==> config.mk <==
export PLATFORM = sky130hd
export DESIGN_NAME = fifo_stream_drain
export DESIGN_NICKNAME = d
export VERILOG_FILES = /design/src/rtl/fifo_pkg.sv /design/src/rtl/skid_buf3.sv /design/src/rtl/fifo_stream_drain.sv
export SDC_FILE = /design/constraint.sdc
export NUM_CORES = 1
export LEC_CHECK = 0
export ABC_AREA = 0
export CAP_MARGIN = 10
export CORE_ASPECT_RATIO = 0.5
export CORE_UTILIZATION = 47
export CTS_CLUSTER_DIAMETER = 200
export DETAILED_ROUTE_END_ITERATION = 10
export PLACE_DENSITY = 0.75
export SLEW_MARGIN = 5
export SYNTH_ARGS = -nofsm -noshare
export SYNTH_HDL_FRONTEND = slang
export SYNTH_SLANG_ARGS = --single-unit
==> constraint.sdc <==
create_clock -name clk -period 1.7 [get_ports clk]
set_input_delay 0.51 -clock clk [delete_from_list [all_inputs] [get_ports clk]]
set_output_delay 0.51 -clock clk [all_outputs]
set_load 0.02 [all_outputs]
==> src/rtl/fifo_pkg.sv <==
// rtl/fifo_pkg.sv - shared types and constants for the FIFO stream drain adapter
package fifo_pkg;

    localparam int SKID_DEPTH         = 3;
    localparam int DEFAULT_DATA_WIDTH = 16;

    typedef enum logic [1:0] {
        IDLE  = 2'd0,
        RUN   = 2'd1,
        DRAIN = 2'd2
    } drain_state_e;

    // Circular pointer advance over the SKID_DEPTH entries.
    function automatic logic [1:0] ptr_inc(input logic [1:0] ptr);
        return (ptr == 2'(SKID_DEPTH - 1)) ? 2'd0 : ptr + 2'd1;
    endfunction

endpackage

==> src/rtl/skid_buf3.sv <==
// rtl/skid_buf3.sv - 3-entry circular skid buffer with push/pop, count and head data
module skid_buf3
    import fifo_pkg::*;
#(
    parameter int DATA_WIDTH = DEFAULT_DATA_WIDTH
) (
    input  logic                  clk,
    input  logic                  rst_n,
    input  logic                  push,
    input  logic [DATA_WIDTH-1:0] push_data,
    input  logic                  pop,
    output logic [1:0]            cnt,
    output logic [DATA_WIDTH-1:0] head_data
);

    logic [DATA_WIDTH-1:0] mem_q [SKID_DEPTH];
    logic [DATA_WIDTH-1:0] mem_d [SKID_DEPTH];
    logic [1:0]            head_q, head_d;
    logic [1:0]            tail_q, tail_d;
    logic [1:0]            cnt_q, cnt_d;

    always_comb begin
        mem_d  = mem_q;
        head_d = head_q;
        tail_d = tail_q;
        cnt_d  = cnt_q;
        for (int i = 0; i < SKID_DEPTH; i++) begin
            if (push && (tail_q == 2'(i))) begin
                mem_d[i] = push_data;
            end
        end
        if (push) begin
            tail_d = ptr_inc(tail_q);
        end
        if (pop) begin
            head_d = ptr_inc(head_q);
        end
        case ({push, pop})
            2'b10:   cnt_d = cnt_q + 2'd1;
            2'b01:   cnt_d = cnt_q - 2'd1;
            default: cnt_d = cnt_q;
        endcase
    end

    always_ff @(posedge clk or negedge rst_n) begin
        if (!rst_n) begin
            for (int i = 0; i < SKID_DEPTH; i++) begin
                mem_q[i] <= '0;
            end
            head_q <= 2'd0;
            tail_q <= 2'd0;
            cnt_q  <= 2'd0;
        end else begin
            mem_q  <= mem_d;
            head_q <= head_d;
            tail_q <= tail_d;
            cnt_q  <= cnt_d;
        end
    end

    always_comb begin
        case (head_q)
            2'd1:    head_data = mem_q[1];
            2'd2:    head_data = mem_q[2];
            default: head_data = mem_q[0];
        endcase
    end

    assign cnt = cnt_q;

endmodule

==> src/rtl/fifo_stream_drain.sv <==
// rtl/fifo_stream_drain.sv - drains a synchronous FIFO into a valid/ready stream
module fifo_stream_drain
    import fifo_pkg::*;
#(
    parameter int DATA_WIDTH = DEFAULT_DATA_WIDTH,
    parameter int CNT_WIDTH  = 16
) (
    input  logic                  clk,
    input  logic                  rst_n,
    input  logic                  en,
    input  logic                  fifo_empty,
    input  logic [DATA_WIDTH-1:0] fifo_data_out,
    input  logic                  fifo_underflow,
    output logic                  fifo_rd_en,
    output logic [DATA_WIDTH-1:0] m_data,
    output logic                  m_valid,
    input  logic                  m_ready,
    output logic                  busy,
    output logic [CNT_WIDTH-1:0]  word_cnt,
    output logic                  err
);

    drain_state_e          state_q, state_d;
    logic                  inflight_q, inflight_d;
    logic [CNT_WIDTH-1:0]  word_cnt_q, word_cnt_d;
    logic                  err_q, err_d;
    logic [1:0]            buf_cnt;
    logic                  credit_ok;
    logic                  pop;

    // A read is only issued when the word it returns is guaranteed a free slot.
    assign credit_ok  = ({1'b0, buf_cnt} + {2'b00, inflight_q}) < 3'(SKID_DEPTH);
    assign fifo_rd_en = (state_q == RUN) && !fifo_empty && credit_ok;
    assign m_valid    = (buf_cnt != 2'd0);
    assign pop        = m_valid && m_ready;

    always_comb begin
        state_d    = state_q;
        inflight_d = fifo_rd_en;
        word_cnt_d = pop ? word_cnt_q + CNT_WIDTH'(1) : word_cnt_q;
        err_d      = err_q || fifo_underflow;
        case (state_q)
            IDLE:    if (en) state_d = RUN;
            RUN:     if (!en) state_d = DRAIN;
            DRAIN: begin
                if (en) begin
                    state_d = RUN;
                end else if (!inflight_q && (buf_cnt == 2'd0)) begin
                    state_d = IDLE;
                end
            end
            default: state_d = IDLE;
        endcase
    end

    always_ff @(posedge clk or negedge rst_n) begin
        if (!rst_n) begin
            state_q    <= IDLE;
            inflight_q <= 1'b0;
            word_cnt_q <= '0;
            err_q      <= 1'b0;
        end else begin
            state_q    <= state_d;
            inflight_q <= inflight_d;
            word_cnt_q <= word_cnt_d;
            err_q      <= err_d;
        end
    end

    skid_buf3 #(
        .DATA_WIDTH (DATA_WIDTH)
    ) u_skid (
        .clk       (clk),
        .rst_n     (rst_n),
        .push      (inflight_q),
        .push_data (fifo_data_out),
        .pop       (pop),
        .cnt       (buf_cnt),
        .head_data (m_data)
    );

    assign busy     = (state_q != IDLE) || (buf_cnt != 2'd0);
    assign word_cnt = word_cnt_q;
    assign err      = err_q;

endmodule

==> results of run 1 <==
-- per-stage QoR --
step                      instances  TNS [ps]  worst slack [ps]  util (%)
final                           450     -8390              -486      75.3
after global routing            450     -9370              -545      75.3
after CTS                       447     -8150              -470      73.8
after detailed placement        424    -13140              -660      66.6
after global placement          424    -11930              -616      66.6
after floorplan                 259      -784             -78.7         -
-- kinds of logic (layout without fill, tap and decap cells) --
logic type	Yosys count	count (layout)	share of synthesized area, %
AOI/OAI and AO/OA	42	42	8.03
adders and majority gates	8	8	3.03
DFF	74	74	56.1
muxes	48	48	17.5
buffers and inverters	17	116	2.65
and+or+nand+nor	52	52	7.92
xor gates and xnor gates	18	18	4.77
-- cell usage after synthesis, types with 2 or more instances --
| cell | number |
|---|---|
| nand2_1 | 11 |
| mux2_4 | 10 |
| nand3_1 | 5 |
| nand4_1 | 3 |
| mux2_2 | 38 |
| inv_2 | 2 |
| clkbuf_1 | 7 |
| or2_2 | 3 |
| ha_1 | 8 |
| or3_1 | 2 |
| a22oi_1 | 16 |
| inv_1 | 4 |
| xor2_1 | 5 |
| and3_1 | 2 |
| nor2_1 | 19 |
| dfrtp_1 | 74 |
| a21oi_1 | 17 |
| o21ai_0 | 4 |
| xnor2_1 | 13 |
-- area by class of cell --
cell class | count | share of cell area, %
Sequential cell | 74 | 36.6
Timing Repair Buffer | 94 | 19.8
Clock buffer | 14 | 5.21
Tap cell | 92 | 2.27
Inverter | 6 | 0.445
Clock inverter | 2 | 0.692
Multi-Input combinational cell | 168 | 35.0
-- where the power goes --
part	leakage, nW	internal, mW	total [mW]	switching (mW)
logic	1.17	3.63	6.87	3.24
registers	0.899	2.51	3.13	0.616
clock network	0.147	1.21	1.89	0.678
-- cells in the final DEF (no fill, tap or decap), types with 2 or more instances in the layout --
master,count
o21ai_0,4
inv_1,2
xnor2_1,13
inv_2,4
ha_1,4
nand3_1,5
nor2_2,7
dfrtp_1,73
clkbuf_8,2
buf_4,27
clkbuf_16,9
ha_4,4
dlygate4sd2_1,17
a21oi_4,12
buf_6,19
buf_16,2
a22oi_2,16
a21oi_2,4
clkbuf_1,3
mux2_2,38
clkdlybuf4s50_1,19
nand4_1,3
mux2_4,10
nand2_1,11
or2_2,2
and3_1,2
nor2_1,3
xor2_1,5
buf_12,9
nor2_4,9
nor3_2,2
-- worst reg2reg max path, stage by stage (launching register included) --
cell and delay (ps):
dfrtp_2 420, buf_4 140, buf_4 150, o211ai_1 370, buf_4 190, buf_4 100, buf_4 90, xnor2_1 100
-- timing repair --
item | CTS | global route
pin swaps | 10 | 16
buffers inserted | 5 | 4
hold endpoints to repair | 0 | 0
endpoints found under the setup margin | 37 | 24
gates cloned | 2 | 0
gates resized for setup | 148 | 19
-- state kept, by name, summed over array words and instances (netlist names) --
register	cells
err	1
inflight_q	1
state_q	2
u_skid.cnt	2
u_skid.head_q	2
u_skid.mem_q	48
u_skid.tail_q	2
word_cnt	16
-- final timing paths --
kind | start | to | slack (ps) | cells after the start
max in group asynchronous | rst_n | u_skid.mem_q[3]$_DFFE_PN0P_ | 1060 | 2
hold / removal | rst_n | word_cnt[11]$_DFFE_PN0P_ | 100 | 1
setup reg to reg | u_skid.cnt[0]$_DFFE_PN0P_ | word_cnt[2]$_DFFE_PN0P_ | 50 | 7
hold reg to reg | err$_DFF_PN0_ | err$_DFF_PN0_ | 460 | 1
setup / recovery | u_skid.head_q[0]$_DFFE_PN0P_ | m_data[6] | -490 | 6
min in group clk | err$_DFF_PN0_ | err$_DFF_PN0_ | 460 | 1
-- layer usage --
metal,routed length (um),vias to the layer above,global-route usage [%]
met3,268,4,6.85
met5,0,-,0
met2,3920,41,40.2
met1,3510,1195,26.3
met4,52,0,6.17
li1,-,1104,-
==> impl_results.html, run 1 <==
<table>
<tr><th>Metric</th><th>Value</th></tr>
<tr><th colspan="2">Floorplanning</th></tr>
<tr><td>Core footprint</td><td>~6700 um2</td></tr>
<tr><td>Boundary Pins</td><td>58</td></tr>
<tr><td>Initial core utilization</td><td>between 40% and 50%</td></tr>
<tr><td>Width of the chip</td><td>approximately 120 um</td></tr>
<tr><td># rows</td><td>21</td></tr>
<tr><td>Chip height</td><td>between 60 and 70 um</td></tr>
<tr><td>Die ar.</td><td>7390 um2</td></tr>
<tr><th colspan="2">Worst setup path</th></tr>
<tr><td>Max incr delay on CP</td><td>between 300 and 400 ps</td></tr>
<tr><td>Data arrival, critical path</td><td>1680 ps</td></tr>
<tr><td>CP max-delay cell</td><td>dfrtp_1</td></tr>
<tr><td>WP buf/inv</td><td>3</td></tr>
<tr><td>Critical path type</td><td>reg2out</td></tr>
<tr><td>Req. time, crit path</td><td>around 1200 ps</td></tr>
<tr><td>Worst Setup Start Kind</td><td>flip-flop</td></tr>
<tr><td>Endpoint kind of the worst setup timing path</td><td>output pin</td></tr>
<tr><td>Max FO, Critical Path</td><td>8</td></tr>
<tr><td>Series of cell instances along the critical path</td><td>inv_2, ha_4, buf_12, nor2_4, a21oi_4, buf_6</td></tr>
<tr><td>Top cell family by delay on the critical path</td><td>buffers and inverters</td></tr>
<tr><th colspan="2">Status</th></tr>
<tr><td>Run status</td><td>complete, but fails checks</td></tr>
<tr><td>Failing checks</td><td>negative setup slack</td></tr>
<tr><th colspan="2">Routing</th></tr>
<tr><td>Number of design rule violations left after detail routing</td><td>0</td></tr>
<tr><td>DRC violation total after the first TritonRoute iteration</td><td>87</td></tr>
<tr><td>Drt wl/cell</td><td>17.2 um</td></tr>
<tr><td>Ratio of routed vias to standard cells</td><td>~5.2</td></tr>
<tr><td>Detailed Routing Iterations Pass 1</td><td>4</td></tr>
<tr><td>Routed vias</td><td>between 2,000 and 2,500</td></tr>
<tr><td>Antenna-violating nets left</td><td>0</td></tr>
<tr><td>Wirelength, routed</td><td>7750 um</td></tr>
<tr><th colspan="2">Worst hold path</th></tr>
<tr><td>Class of the most critical hold timing path</td><td>in2async</td></tr>
<tr><th colspan="2">Placed design</th></tr>
<tr><td>Cell area after placement</td><td>~4500 um2</td></tr>
<tr><td>Last weighted congestion value of the routability-driven placer</td><td>0.728</td></tr>
<tr><td>Detailed placement HPWL</td><td>between 4000 and 5000 um</td></tr>
<tr><td>Input/output buffers</td><td>57</td></tr>
<tr><th colspan="2">Synthesis</th></tr>
<tr><td>Netlist Area Pre-Place</td><td>~3300 um2</td></tr>
<tr><td>Most instantiated flip-flop cell in the synthesis netlist</td><td>dfrtp_1</td></tr>
<tr><td>Synth warn</td><td>0</td></tr>
<tr><td>Total of flip-flops plus latches after synthesis</td><td>74</td></tr>
<tr><td>Net count after synthesis</td><td>slightly below 300</td></tr>
<tr><td>Share of Yosys cell area claimed by the top area cell type</td><td>a little under three fifths</td></tr>
<tr><td>Most area-consuming cells after synthesis</td><td>dfrtp_1 56%, mux2_2 13%, mux2_4 4.5%</td></tr>
<tr><td>Post-synthesis sequential area ratio</td><td>between 50% and 60%</td></tr>
<tr><td>Gate Count Post-Synth</td><td>259</td></tr>
<tr><td>Largest area contributor in the synthesized netlist</td><td>dfrtp_1</td></tr>
<tr><td>Synth Area per Inst</td><td>about 13 um2</td></tr>
<tr><td>Yosys cell types</td><td>35</td></tr>
<tr><td>Number of synthesized flops with an enable pin</td><td>0</td></tr>
<tr><td>Fraction of registers with async set or reset after synthesis</td><td>100%</td></tr>
<tr><th colspan="2">CTS</th></tr>
<tr><td>Total clock buffers created by CTS</td><td>9</td></tr>
<tr><td>CTS tree</td><td>done</td></tr>
<tr><td>Cell chosen for the clock root</td><td>clkbuf_16</td></tr>
<tr><td>Clock Path Buffers</td><td>2</td></tr>
<tr><td>Hold buffers post-CTS</td><td>0</td></tr>
<tr><td>H-Tree Level Count</td><td>3</td></tr>
<tr><td>Clock transition time at the flip-flop clock pins of the worst setup and hold paths</td><td>~50 ps</td></tr>
<tr><td>Clock latency on the worst-skew pair</td><td>roughly 330 ps</td></tr>
<tr><td>Clock Sinks</td><td>74</td></tr>
<tr><th colspan="2">Timing</th></tr>
<tr><td>Hold Violations, Final</td><td>0</td></tr>
<tr><td>Min setup slack post-route</td><td>-486 ps</td></tr>
<tr><td>Final Slew Violations</td><td>0</td></tr>
<tr><td>Crit path time final</td><td>between 2000 and 2500 ps</td></tr>
<tr><td>Setup repair after global routing missed its margin</td><td>true</td></tr>
<tr><td>Achievable frequency</td><td>around 0.46 GHz</td></tr>
<tr><td>Transition at the pin with the smallest max-transition slack</td><td>427 ps</td></tr>
<tr><td>Hold Worst Slack</td><td>96.2 ps</td></tr>
<tr><td>Max-slew headroom at the worst pin</td><td>between 70% and 80%</td></tr>
<tr><td>Largest clock skew in the final design</td><td>5.06 ps</td></tr>
<tr><td>Final setup violation count</td><td>19</td></tr>
<tr><td>Final Cycle Share</td><td>129%</td></tr>
<tr><th colspan="2">Flow run</th></tr>
<tr><td>Number of max-capacitance violations reported</td><td>0</td></tr>
<tr><th colspan="2">Power</th></tr>
<tr><td>Pwr/cell area</td><td>2350 nW/um2</td></tr>
<tr><td>Peak ir drop on the vdd network</td><td>~0.9 mV</td></tr>
<tr><td>Total design power</td><td>11.9 mW</td></tr>
<tr><td>Pleak</td><td>roughly 2.2 nW</td></tr>
<tr><th colspan="2">Final layout</th></tr>
<tr><td>Register area</td><td>between 1500 and 2000 um2</td></tr>
<tr><td>Total inserted antenna cells</td><td>0</td></tr>
<tr><td>Syn-to-layout area delta</td><td>53.4%</td></tr>
<tr><td>Number of fill cells in the layout</td><td>between 400 and 500</td></tr>
<tr><td>Post-route design area</td><td>about 5100 um2</td></tr>
<tr><td>Area taken by multi-input logic gates</td><td>between 1500 and 2000 um2</td></tr>
<tr><td>NumNets Final</td><td>roughly 380</td></tr>
<tr><td>Ratio of cells with drive above 1 in the final layout</td><td>about half</td></tr>
<tr><th colspan="2">GRT</th></tr>
<tr><td>Total congestion overflow after global routing</td><td>0</td></tr>
<tr><td>Overall global routing resource usage</td><td>about 22%</td></tr>
<tr><td>Number of antenna violations at the first check in global routing</td><td>0</td></tr>
<tr><td>Number of global-route vias before repair</td><td>approximately 2,500</td></tr>
<tr><td>Largest net degree at the start of global routing</td><td>34</td></tr>
<tr><td>Global-route wire length before repair</td><td>12,000 um</td></tr>
</table>
(Power assumes the default switching activity.)
==> run 2, diff against run 1 <==
REMOVE_ABC_BUFFERS = 1   (was default)
==> run 2 against run 1 <==
Against the previous run: register-to-register slack about the same; utilization down 1.6 points; cell count up 1.1%; via count up 4.7%; the flow still finishes with violations (negative setup slack); cell area down 2.2%; clock power about the same; sequential cell count unchanged; non-clock buffer count up 5.
==> impl_results.html, run 2 (synthesis results as in run 1) <==
<table>
<tr><th>Metric</th><th>Value</th></tr>
<tr><th colspan="2">Status</th></tr>
<tr><td>Run status</td><td>complete, but fails checks</td></tr>
<tr><td>Failing checks</td><td>negative setup slack</td></tr>
<tr><th colspan="2">Timing</th></tr>
<tr><td>Max-slew headroom at the worst pin</td><td>78.3% (+6.9 points)</td></tr>
<tr><td>Final setup violation count</td><td>19 (unchanged)</td></tr>
<tr><td>Crit path time final</td><td>2220 ps (+36.5 ps)</td></tr>
<tr><td>Final Cycle Share</td><td>131% (+2.1 points)</td></tr>
<tr><td>Min setup slack post-route</td><td>-523 ps (-36.5 ps)</td></tr>
<tr><td>Achievable frequency</td><td>0.450 GHz (-1.6%)</td></tr>
<tr><td>Final Slew Violations</td><td>0 (unchanged)</td></tr>
<tr><td>Hold Violations, Final</td><td>0 (unchanged)</td></tr>
<tr><td>Setup repair after global routing missed its margin</td><td>true</td></tr>
<tr><td>Transition at the pin with the smallest max-transition slack</td><td>323 ps (-105 ps)</td></tr>
<tr><td>Largest clock skew in the final design</td><td>11.2 ps (+6.15 ps)</td></tr>
<tr><td>Hold Worst Slack</td><td>59.5 ps (-36.6 ps)</td></tr>
<tr><th colspan="2">Routing</th></tr>
<tr><td>Wirelength, routed</td><td>8550 um (+10%)</td></tr>
<tr><td>Ratio of routed vias to standard cells</td><td>5.39 (+3.5%)</td></tr>
<tr><td>Routed vias</td><td>2,453 (+4.7%)</td></tr>
<tr><td>Number of design rule violations left after detail routing</td><td>0 (unchanged)</td></tr>
<tr><td>Detailed Routing Iterations Pass 1</td><td>4 (unchanged)</td></tr>
<tr><td>Drt wl/cell</td><td>18.8 um (+9.1%)</td></tr>
<tr><td>DRC violation total after the first TritonRoute iteration</td><td>111 (+28%)</td></tr>
<tr><td>Antenna-violating nets left</td><td>0 (unchanged)</td></tr>
<tr><th colspan="2">Floorplanning</th></tr>
<tr><td>Core footprint</td><td>6730 um2 (unchanged)</td></tr>
<tr><td># rows</td><td>21 (unchanged)</td></tr>
<tr><td>Initial core utilization</td><td>49.1% (unchanged)</td></tr>
<tr><td>Chip height</td><td>61.3 um (unchanged)</td></tr>
<tr><td>Width of the chip</td><td>121 um (unchanged)</td></tr>
<tr><td>Die ar.</td><td>7390 um2 (unchanged)</td></tr>
<tr><td>Boundary Pins</td><td>58 (unchanged)</td></tr>
<tr><th colspan="2">CTS</th></tr>
<tr><td>Cell chosen for the clock root</td><td>clkbuf_16</td></tr>
<tr><td>Clock Path Buffers</td><td>2 (unchanged)</td></tr>
<tr><td>Clock Sinks</td><td>74 (unchanged)</td></tr>
<tr><td>Hold buffers post-CTS</td><td>0 (unchanged)</td></tr>
<tr><td>Total clock buffers created by CTS</td><td>9 (unchanged)</td></tr>
<tr><td>CTS tree</td><td>done</td></tr>
<tr><td>H-Tree Level Count</td><td>3 (unchanged)</td></tr>
<tr><td>Clock latency on the worst-skew pair</td><td>340 ps (about the same)</td></tr>
<tr><td>Clock transition time at the flip-flop clock pins of the worst setup and hold paths</td><td>60 ps (about the same)</td></tr>
<tr><th colspan="2">Placed design</th></tr>
<tr><td>Input/output buffers</td><td>57 (unchanged)</td></tr>
<tr><td>Last weighted congestion value of the routability-driven placer</td><td>0.783 (+7.5%)</td></tr>
<tr><td>Cell area after placement</td><td>4140 um2 (-7.8%)</td></tr>
<tr><td>Detailed placement HPWL</td><td>4650 um (-1.2%)</td></tr>
<tr><th colspan="2">Worst setup path</th></tr>
<tr><td>Data arrival, critical path</td><td>1710 ps (+30 ps)</td></tr>
<tr><td>Req. time, crit path</td><td>1190 ps (about the same)</td></tr>
<tr><td>Critical path type</td><td>reg2out</td></tr>
<tr><td>Critical register-to-register path startpoint</td><td>u_skid.cnt[0]$_DFFE_PN0P_</td></tr>
<tr><td>Worst Setup Start Kind</td><td>flip-flop</td></tr>
<tr><td>Endpoint kind of the worst setup timing path</td><td>output pin</td></tr>
<tr><td>R2R setup slack</td><td>50 ps (about the same)</td></tr>
<tr><td>Crit. Startpoint</td><td>u_skid.head_q[1]$_DFFE_PN0P_</td></tr>
<tr><td>Max FO, Critical Path</td><td>7 (-1)</td></tr>
<tr><th colspan="2">Power</th></tr>
<tr><td>Pwr/cell area</td><td>2320 nW/um2 (-1.2%)</td></tr>
<tr><td>Pleak</td><td>2.21 nW (-0.42%)</td></tr>
<tr><td>Peak ir drop on the vdd network</td><td>1.02 mV (+13%)</td></tr>
<tr><th colspan="2">Final layout</th></tr>
<tr><td>Post-route design area</td><td>4960 um2 (-2.2%)</td></tr>
<tr><td>Largest register FFs</td><td>48 (unchanged)</td></tr>
<tr><td>Most common library cell in the layout ignoring fill and taps</td><td>dfrtp_1</td></tr>
<tr><td>Number of fill cells in the layout</td><td>434 (-3.1%)</td></tr>
<tr><td>Leading cell types in the layout, fill and taps excluded</td><td>74 x dfrtp_1, 38 x mux2_2, 31 x buf_4</td></tr>
<tr><td>Largest reg by FF count</td><td>u_skid.mem_q</td></tr>
<tr><td>Ratio of cells with drive above 1 in the final layout</td><td>51.8% (+0.11 points)</td></tr>
<tr><td>Total inserted antenna cells</td><td>0 (unchanged)</td></tr>
<tr><td>NumNets Final</td><td>388 (+1.3%)</td></tr>
<tr><td>Syn-to-layout area delta</td><td>50.1%</td></tr>
<tr><th colspan="2">GRT</th></tr>
<tr><td>Total congestion overflow after global routing</td><td>0 (unchanged)</td></tr>
<tr><td>Number of global-route vias before repair</td><td>2,527 (+2.6%)</td></tr>
<tr><td>Global-route wire length before repair</td><td>12,600 um (+4.9%)</td></tr>
<tr><td>Largest net degree at the start of global routing</td><td>38 (+12%)</td></tr>
<tr><td>Number of antenna violations at the first check in global routing</td><td>0 (unchanged)</td></tr>
<tr><td>Overall global routing resource usage</td><td>23.1% (+1.0 points)</td></tr>
<tr><th colspan="2">Worst hold path</th></tr>
<tr><td>Class of the most critical hold timing path</td><td>in2async</td></tr>
<tr><th colspan="2">Flow run</th></tr>
<tr><td>Number of max-capacitance violations reported</td><td>0 (unchanged)</td></tr>
</table>
[run 2: final cells by class]
cell class / count / area (um2) / area share, %
Timing Repair Buffer: 99 / 992 / 20.0
Clock buffer: 9 / 225 / 4.54
Clock inverter: 7 / 68.8 / 1.39
Multi-Input combinational cell: 168 / 1680 / 33.9
Tap cell: 92 / 115 / 2.32
Sequential cell: 74 / 1850 / 37.4
Inverter: 6 / 22.5 / 0.454
[run 2: where the power goes]
group / total (mW) / switching, mW / internal, mW / leakage [nW]
logic: 6.46 / 3.10 / 3.36 / 1.17
registers: 3.15 / 0.639 / 2.51 / 0.900
clock network: 1.88 / 0.744 / 1.13 / 0.142
total: 11.5 / 4.48 / 7.00 / 2.21
[run 2: critical path, cell delays in order (launching register included)]
cell and delay (ps):
dfrtp_1 400, inv_2 90, ha_4 370, buf_12 170, nor2_2 50, a21oi_2 140
buf_6 140
[run 2: timing repair]
action | 4_1_cts | 5_1_grt
buffers inserted | 7 | 6
cloned | 3 | 1
endpoints found under the setup margin | 36 | 26
resized for setup | 165 | 58
pin swaps | 23 | 15
endpoints found under the hold margin | 0 | 0
[run 2: path summary, 6_finish.rpt]
check / to / cells past startpoint
max: m_data[12] / 6
min: word_cnt[4]$_DFFE_PN0P_ / 1
max reg2reg: word_cnt[14]$_DFFE_PN0P_ / 8
min reg2reg: err$_DFF_PN0_ / 1
max in group asynchronous: u_skid.mem_q[26]$_DFFE_PN0P_ / 2
min in group clk: err$_DFF_PN0_ / 1
[run 2: per-stage QoR]
| stage | worst slack [ps] | setup TNS [ps] | util, % | std cells | total power [mW] |
|---|---|---|---|---|---|
| 2_1_floorplan | -929 | -8230 | - | 248 | 5.46 |
| 3_3_place_gp | -809 | -11930 | 61.5 | 424 | 7.35 |
| 3_5_place_dp | -894 | -12860 | 61.5 | 424 | 7.51 |
| 4_1_cts | -468 | -7870 | 69.5 | 450 | 10.3 |
| 5_1_grt | -564 | -9850 | 73.7 | 455 | 12.0 |
| 6_report | -523 | -8840 | 73.7 | 455 | 11.5 |
[run 2: metal layers]
metal  GRT usage (%)  wire length, um  vias up
met2            40.3             4500       63
met1            28.9             3560     1255
met5               0                0        -
li1                -                -     1123
met4            9.70              138        0
met3            5.37              353       12
